### src/rtl/change_dispenser.sv
// Greedy change dispenser: pays out an amount in 10/5/1 NIS coins, one coin per
// accepted handshake, with every output driven straight from a register.
module change_dispenser #(
    parameter int AMOUNT_W = 8
) (
    input  logic                clk,
    input  logic                rst_n,
    input  logic                change_req,
    input  logic [AMOUNT_W-1:0] change_amount,
    input  logic                coin_ack,
    output logic                coin_valid,
    output logic [3:0]          coin_out,
    output logic                busy,
    output logic                done,
    output logic [AMOUNT_W-1:0] coin_count
);

    typedef enum logic [1:0] {
        IDLE     = 2'd0,
        DISPENSE = 2'd1,
        DONE     = 2'd2
    } state_t;

    state_t              state;
    logic [AMOUNT_W-1:0] remaining;
    logic [AMOUNT_W-1:0] remaining_after;
    logic [AMOUNT_W-1:0] coin_count_inc;

    // Largest coin that still fits, so the subtraction below can never wrap.
    function automatic logic [3:0] pick_coin(input logic [AMOUNT_W-1:0] rem);
        if (rem >= AMOUNT_W'(10)) begin
            return 4'd10;
        end else if (rem >= AMOUNT_W'(5)) begin
            return 4'd5;
        end else begin
            return 4'd1;
        end
    endfunction

    // NOTE: every signal assigned in always_comb gets a value on every path,
    // otherwise synthesis infers a latch to hold the missing case.
    always_comb begin
        remaining_after = remaining - AMOUNT_W'(coin_out);
        coin_count_inc  = coin_count + AMOUNT_W'(1);
    end

    // The next coin is computed from the next remaining value, so coin_out is a
    // register yet still tracks the greedy choice for the current remaining.
    // NOTE: sequential state uses non-blocking assignments so every register
    // samples the values from before the edge, independent of statement order.
    always_ff @(posedge clk or negedge rst_n) begin
        if (!rst_n) begin
            state      <= IDLE;
            remaining  <= '0;
            coin_count <= '0;
            coin_valid <= 1'b0;
            coin_out   <= 4'd0;
            busy       <= 1'b0;
            done       <= 1'b0;
        end else begin
            case (state)
                IDLE: begin
                    done <= 1'b0;
                    if (change_req) begin
                        coin_count <= '0;
                        busy       <= 1'b1;
                        if (change_amount != '0) begin
                            state      <= DISPENSE;
                            remaining  <= change_amount;
                            coin_valid <= 1'b1;
                            coin_out   <= pick_coin(change_amount);
                        end else begin
                            state      <= DONE;
                            remaining  <= '0;
                            done       <= 1'b1;
                        end
                    end
                end

                DISPENSE: begin
                    if (coin_ack) begin
                        remaining  <= remaining_after;
                        coin_count <= coin_count_inc;
                        if (remaining_after == '0) begin
                            state      <= DONE;
                            coin_valid <= 1'b0;
                            coin_out   <= 4'd0;
                            done       <= 1'b1;
                        end else begin
                            coin_out <= pick_coin(remaining_after);
                        end
                    end
                end

                DONE: begin
                    state      <= IDLE;
                    done       <= 1'b0;
                    busy       <= 1'b0;
                    coin_valid <= 1'b0;
                    coin_out   <= 4'd0;
                end

                default: begin
                    state      <= IDLE;
                    remaining  <= '0;
                    coin_valid <= 1'b0;
                    coin_out   <= 4'd0;
                    busy       <= 1'b0;
                    done       <= 1'b0;
                end
            endcase
        end
    end

endmodule

### config.mk
export PLATFORM = sky130hd
export DESIGN_NAME = change_dispenser
export DESIGN_NICKNAME = d
export VERILOG_FILES = /design/src/rtl/change_dispenser.sv
export SDC_FILE = /design/constraint.sdc
export NUM_CORES = 1
export LEC_CHECK = 0
export CAP_MARGIN = 25
export CORE_UTILIZATION = 40
export CTS_BUF_LIST = sky130_fd_sc_hd__clkbuf_2
export CTS_CLUSTER_SIZE = 30
export DETAILED_ROUTE_END_ITERATION = 10
export PLACE_DENSITY = 0.64
export SKIP_LAST_GASP = 1
export SLEW_MARGIN = 0
export SYNTH_ARGS = -nofsm -noshare
export SYNTH_HDL_FRONTEND = slang
export SYNTH_SLANG_ARGS = --single-unit
### constraint.sdc
create_clock -name clk -period 6.25 [get_ports clk]
set_clock_uncertainty 0.05 [all_clocks]
set_input_delay 0.9375 -clock clk [delete_from_list [all_inputs] [get_ports clk]]
set_output_delay 0.9375 -clock clk [all_outputs]
set_load 0.02 [all_outputs]
After elaboration in Yosys (flattened, before gate mapping)
Cells that the tools add are included.
{"block": "classes", "n_addsub": 2, "magnitude_cmp": 4, "n_eq_ne": 6, "mux": 33, "bitwise": 2, "n_reduce_logical": 11}
{"op": "8-bit 2-to-1 mux", "n": 5}
{"op": "4-bit 2-to-1 mux", "n": 6}
{"op": "8-bit case mux with 3 select lines", "n": 1}
{"op": "8-bit by 3-bit greater-or-equal comparator with 1-bit output (second input constant)", "n": 2}
{"op": "8-bit by 4-bit greater-or-equal comparator with 1-bit output (second input constant)", "n": 2}
{"op": "8-bit case mux with 2 select lines", "n": 1}
{"op": "3-bit AND reduction", "n": 4}
{"op": "1-bit 2-to-1 mux", "n": 9}
{"op": "8-bit by 1-bit adder with 8-bit output (second input constant)", "n": 1}
{"op": "8-bit zero test", "n": 1}
{"op": "2-bit 2-to-1 mux", "n": 4}
{"op": "2-bit inequality test (second input constant)", "n": 4}
{"op": "4-bit case mux with 2 select lines", "n": 1}
{"op": "8-bit nonzero test", "n": 1}
{"op": "8-bit by 4-bit subtractor with 8-bit output", "n": 1}
{"op": "3-bit 2-to-1 mux", "n": 2}
{"op": "1-bit case mux with 2 select lines", "n": 3}
{"op": "2-bit case mux with 2 select lines", "n": 1}
{"op": "2-bit AND reduction", "n": 2}
{"op": "4-bit AND reduction", "n": 1}
{"op": "2-bit by 1-bit == test with 1-bit output (second input constant)", "n": 1}
{"op": "2-bit == test (second input constant)", "n": 1}
{"op": "2-bit zero test", "n": 1}
{"op": "1-bit inverter", "n": 2}
{"op": "2-bit nonzero test", "n": 1}
{"block": "totals", "regBits": 25, "in_bits": 12, "out_inout_bits": 15, "word_cells": 65}

Depth between registers and ports, before layout
{"block": "depth", "word_depth": 7, "mapped_depth": 9, "mapped_depth_nobuf": 9}

Worst setup path after synthesis
OpenSTA, ideal clock, no wires.
{"block": "synth_path", "kind": "reg-to-reg", "start": "reg coin_out[0]", "end": "reg state[0]", "setup_time_ps": 142, "t_arrival_ps": 2477, "required_time_ps": 6058, "slack_ps": 3582, "path_stages_with_launch": 9, "path_buffers": 0, "period_less_slack_ps": 2668, "cell_sequence": "dfrtp_1 ha_1 fa_1 and2b_1 o21ai_1 or4_1 a311o_1 nor3_2 a211oi_1"}
{"block": "synth_between", "elab_chain_len": 4}
{"element": "start: declaration", "line": "12", "source": "output logic [3:0] coin_out,"}
{"element": "start signal: assignment", "line": "71", "source": "coin_out <= pick_coin(change_amount);"}
{"element": "start signal: assignment", "line": "90", "source": "coin_out <= pick_coin(remaining_after);"}
{"element": "8-bit by 4-bit subtractor with 8-bit output", "line": "43", "source": "remaining_after = remaining - AMOUNT_W'(coin_out);"}
{"element": "8-bit zero test", "line": "84", "source": "if (remaining_after == '0) begin"}
{"element": "2-bit inequality test (no source line)"}
{"element": "3-bit AND reduction (no source line)"}
{"element": "end signal: assignment", "line": "53", "source": "state <= IDLE;"}
{"element": "end signal: assignment", "line": "85", "source": "state <= DONE;"}
{"element": "end signal: assignment", "line": "96", "source": "state <= IDLE;"}
{"element": "end: declaration", "line": "24", "source": "state_t state;"}
Every way passes these cells.
A chain may end at the register's enable or synchronous reset.

Final worst setup path
Ends and elaborated chain as after synthesis.

==> results.ini <==
[worst_setup_path]
critPathArrivalTime_ps=3040
crit_family=simple AND/OR/NAND/NOR gates
crit_type=flop to flop
cpMaxStageDelayCell=or4_1
crit_chain=ha_1 -> fa_1 -> and2b_1 -> o21ai_1 -> or4_1 -> a311o_1 -> nor3_2 -> a211oi_1
cp.required_ps=6400
slowest_delay_ps=480
crit_fanout=5
critPathLaunchType=flop
crit_buf_inv=0
endpoint_kind=flop

[placed_design]
portBuffers=26
dp_hpwl_mm=2.81
routabilityCongestion=0.877
placed_area_um2=1850

[clocking]
post-cts-setup-buffers=0
clock_latency_ps=350
ctsResizeCount=0
cts_hold_buf=0
cts.clk_slew.worst_paths_ps=240
cts.sinks=24
clk_path_buf_depth=2
cts_tree=yes
h-tree-depth=1
cts_root_buf=clkbuf_2
cts_made_buffers=3

[power]
leakagePower_uw=0.000816
vdd_drop_max_v=0.000142
power.density_nw_per_um2=360

[synth]
synth_nets=198
synth_flop_cell=dfrtp_1
synth-edff-count=0
post-synth-top-count-cell=nor2_1
ys_ff_latch=24
synth_top_cell_by_area=dfrtp_1
seq_area_frac_synth_pct=38.2
synthTopCellsByArea=dfrtp_1 38%, nor2_1 7.9%, a21oi_1 5.1%
netlist_area_um2=1570
yosysWarnings=0
synthDominantCellAreaShare_pct=38.2
netlist_instances=180
synthTopCellsByCount=33 x nor2_1, 24 x dfrtp_1, 16 x a21oi_1, 9 x inv_1, 8 x o21ai_0
async_flop_share_pct=100
ys_types=53
syn_area_per_cell_um2=8.74

[drt]
dr.pass1.iters=5
drtAntennaViolNets=0
routed_wl_mm=3.69
via_per_inst=5.51
drtIter0Drc=105
routedWlPerCell_um=14.6
drc=0
vias=1389

[hold_path]
worstHoldPathType=flop to flop

[final_layout]
num-nets-final=223
final_area_um2=1880
area_delta_synth_final_pct=19.3
layout-drive-gt1-share_pct=5.88
diodes=0

[grt]
gr-total-overflow=0
grt_pass1_vias=1333
grt_pass1_wl_mm=6.42
antenna_found_initial=0
grt_max_degree=26
track_usage_pct=19.8

[floorplan]
die_h_um=64.7
ios=27
start_util_pct=42.3
die_x_um=64.7
rows=22
die_area_um2=4190
core_um2=3720

[sta]
setup_tns_ps=0
period_share_pct=46.2
slew_violations=0
whs_ps=483
worst_pin_slew_ps=788
fin_crit_ps=2890
fmax_mhz=346
setup_viol=0
rsz0062_at_grt=false
final_hold_viol_count=0
maxSlewHeadroom_pct=47.5

[outcome]
outcome=finished clean

[run]
max_cap_viol_count=0

[routing by layer]
metal | vias up | part of all wire, % | GRT usage (%)
met5 | - | 0 | 0
met4 | 0 | 0.76 | 5.28
met3 | 4 | 5.6 | 3.70
met2 | 43 | 46 | 30.9
met1 | 652 | 48 | 28.1
li1 | 690 | - | -
[registers in the layout, summed over array words and instances, names as in the netlist]
name and count:
busy 1, coin_count 8, coin_out 3, coin_valid 1, done 1, remaining 8, state 2
[where the power goes]
part / total [uW] / leakage (uW) / switching [uW] / internal [uW]
clock: 60.6 / 0.0000140 / 46.7 / 13.9
combinational: 359 / 0.000519 / 188 / 172
sequential: 255 / 0.000284 / 51.7 / 203
[path summary, 6_finish.rpt]
path	end	slack, ps	cells after the start	start
max	state[0]$_DFFE_PN0P_	3360	8	coin_out[0]$_DFFE_PN0P_
max reg2reg	state[0]$_DFFE_PN0P_	3360	8	coin_out[0]$_DFFE_PN0P_
min	busy$_DFFE_PN0P_	480	2	busy$_DFFE_PN0P_
min reg2reg	busy$_DFFE_PN0P_	480	2	busy$_DFFE_PN0P_
max in group asynchronous	remaining[0]$_DFFE_PN0P_	4790	2	rst_n
min in group asynchronous	coin_count[1]$_DFFE_PN0P_	850	1	rst_n
[kinds of logic after synthesis]
group / share of synthesized area [%]
flip-flops: 38.2
multiplexers: 4.53
adder cells (fa/ha/maj): 5.25
AND/OR/NAND/NOR: 23.5
XOR/XNOR: 4.46
AO/OA/AOI/OAI: 18.4
buffers and inverters: 5.73
[stage by stage]
stage / setup WS (ps) / util (%) / total power (uW) / cells
after floorplan: 3580 / - / 499 / 180
after global placement: 3150 / 49.4 / 607 / 246
after detailed placement: 3090 / 49.8 / 615 / 247
after CTS: 3360 / 50.3 / 679 / 251
after global routing: 3230 / 50.5 / 733 / 252
final: 3360 / 50.5 / 675 / 252
[cells in the final DEF, fill, tap and decap left out, types with 4 or more instances in the layout]
cell,n
clkbuf_2,4
ha_1,5
dfrtp_1,24
nor3_1,4
o21ai_0,8
nand2b_1,7
nand3_1,5
xor2_1,6
nand2_1,6
mux2i_1,6
inv_1,9
a21oi_1,16
nor2_1,33
clkdlybuf4s50_1,26
[worst min-delay path: cells and delay by family (launching register included)]
kind            cells  cell delay (ps)
compound gates      1               50
buf+inv             1               50
flops               1              420
[final cells by class]
| type | count | area (um2) |
|---|---|---|
| flip-flops and latches | 24 | 601 |
| fillers | 367 | 1840 |
| multi-input cells | 139 | 882 |
| well taps | 48 | 60.1 |
| clock inverters | 1 | 3.75 |
| clock buffers | 3 | 15.0 |
| repair buffers | 28 | 280 |
| inverters | 9 | 33.8 |
Note: power is estimated with default switching activity, not from simulation.
==> patch (same flow settings) <==
Reset style: synchronous (`rst_n`), changed in one clocked block.
--- a/src/rtl/change_dispenser.sv
+++ b/src/rtl/change_dispenser.sv
@@ -48,7 +48,7 @@
     // register yet still tracks the greedy choice for the current remaining.
     // NOTE: sequential state uses non-blocking assignments so every register
     // samples the values from before the edge, independent of statement order.
-    always_ff @(posedge clk or negedge rst_n) begin
+    always_ff @(posedge clk) begin
         if (!rst_n) begin
             state      <= IDLE;
             remaining  <= '0;
Formal check against the unedited RTL: differs if rst_n is asserted again (counterexample within 4 cycles, from zero or initial values and one cycle with rst_n low); with rst_n held inactive, the same outputs for 10 cycles.
==> patch against the unedited design <==
- first-iteration DRC count fell by 17%
- sequential cell count did not move
- combinational power fell by 31%
- power fell by 26%
- routed wire length fell by 3.5%
- clock power fell by 1%
- worst setup slack improved by 0.36 ns
- critical path depth fell by 1
- area after synthesis fell by 0.48%
- design area fell by 2.0%
- synthesized cell count rose by 7.8%
- global-route usage fell by 1.3 points
==> patch: results (changes against the unedited design) <==
[logic_synthesis]
syn_nets=212  ; was 198
synth_seq_area_share=0.3070  ; was 0.3819
synthTopCellsByCount=nor2_1, dfxtp_1, nand2_1  ; was nor2_1, dfrtp_1, a21oi_1
synth-async-reset-ratio=0  ; was 1.000
synth_cell_types=51  ; was 53

[detailed_routing]
wire_per_inst_um=13.48  ; was 14.64 µm
vias_per_cell=5.341  ; was 5.512
drt_iter0_markers=87  ; was 105
first_pass_iters=4  ; was 5

[layout]
drive_above_1_share=0.06944  ; was 0.05882
fillers=378  ; was 367
nets=235  ; was 223
final_cell_area_um2=1838  ; was 1876 µm²

[cts]
clk_pin_slew_worst_paths_ns=0.22  ; was 0.24 ns
cts_resized=0  ; unchanged

[worst_setup_path]
r2r_start=coin_out[1]$_SDFFE_PN0P_  ; was coin_out[0]$_DFFE_PN0P_
crit_fanout=8  ; was 5
critPathArrivalTime_ns=2.74  ; was 3.04 ns
rrSetupSlack_ns=3.96  ; was 3.36 ns
reg2reg_to=coin_valid$_SDFFE_PN0P_  ; was state[0]$_DFFE_PN0P_

[placement]
gp_congestion=0.8316  ; was 0.8768
dp_hpwl_um=2717  ; was 2814 µm

[power_and_ir_drop]
ir_drop_mv=0.1704  ; was 0.1417 mV
p_leak_nw=0.7230  ; was 0.8162 nW

[global_routing]
grtUsageTotal=0.1850  ; was 0.1985
grt_max_degree=22  ; was 26
grt_pass1_wl_um=6078  ; was 6417 µm
grt_pass1_vias=1331  ; was 1333

[outcome]
outcome=finished, final reports clean  ; unchanged

[hold_path]
hp-start=coin_valid$_SDFFE_PN0P_  ; was busy$_DFFE_PN0P_
hold_path_end=coin_valid$_SDFFE_PN0P_  ; was busy$_DFFE_PN0P_

[timing]
hold_slack_ns=0.4357  ; was 0.4830 ns
worst_pin_slew_ns=0.8445  ; was 0.7882 ns

patch: cell types whose count changed after synthesis, moves of 4 or more:
cell,before,now
a21oi_1,16,9
dfrtp_1,24,0
dfxtp_1,0,24
nand2_1,6,18
nand2b_1,7,2
nor2_1,33,25
nor2b_1,2,6
o21ai_0,8,17
patch: area by class of cell:
cell class	count	share of cell area
Sequential cell	24	0.2614
Timing Repair Buffer	26	0.1416
Clock buffer	3	0.008169
Multi-Input combinational cell	155	0.5398
Clock inverter	1	0.002042
Tap cell	48	0.03268
Inverter	7	0.01430
patch: worst max path at each step:
stage | from | end | slack (ns) | cells past startpoint
2_1_floorplan | coin_out[1]$_SDFFE_PN0P_ | remaining[7]$_SDFFE_PN0P_ | 4.04 | 8
3_3_place_gp | coin_ack | coin_count[7]$_SDFFE_PN0P_ | 3.32 | 7
3_5_place_dp | coin_ack | coin_count[5]$_SDFFE_PN0P_ | 3.36 | 7
4_1_cts | coin_ack | coin_count[7]$_SDFFE_PN0P_ | 3.75 | 7
5_1_grt | coin_ack | coin_count[7]$_SDFFE_PN0P_ | 3.57 | 7
6_report | coin_ack | coin_count[7]$_SDFFE_PN0P_ | 3.72 | 7
patch: cells by family after synthesis:
group	synth area share
multiplexers	0.04636
adder cells (fa/ha/maj)	0.04796
AND/OR/NAND/NOR	0.2686
buffers and inverters	0.05915
AO/OA/AOI/OAI	0.2262
XOR/XNOR	0.04477
flip-flops	0.3070
patch: stage by stage:
step,std cells,worst slack [ns]
final,264,3.723
after floorplan,194,4.043
after global routing,264,3.567
after CTS,264,3.748
after detailed placement,260,3.356
after global placement,260,3.316
patch: critical path, stage by stage:
cell and delay, ns:
clkdlybuf4s50_1 0.65, mux2i_1 0.20, nor2_1 0.35, and4_1 0.30
nand3_1 0.11, xor2_1 0.14, nor2_1 0.05
patch: power by group:
group / switching (W) / total, W / leakage, nW / internal, W
clock network: 0.0000459 / 0.0000598 / 0.0140 / 0.0000139
logic: 0.000135 / 0.000249 / 0.513 / 0.000114
registers: 0.0000197 / 0.000190 / 0.196 / 0.000170
total: 0.000200 / 0.000498 / 0.723 / 0.000298
patch: layer usage:
layer	up-vias	wire [µm]	GRT usage
li1	738	-	-
met1	647	1813	0.2529
met2	23	1615	0.3053
met3	2	115	0.03697
met4	0	16	0.02500
met5	-	0	0
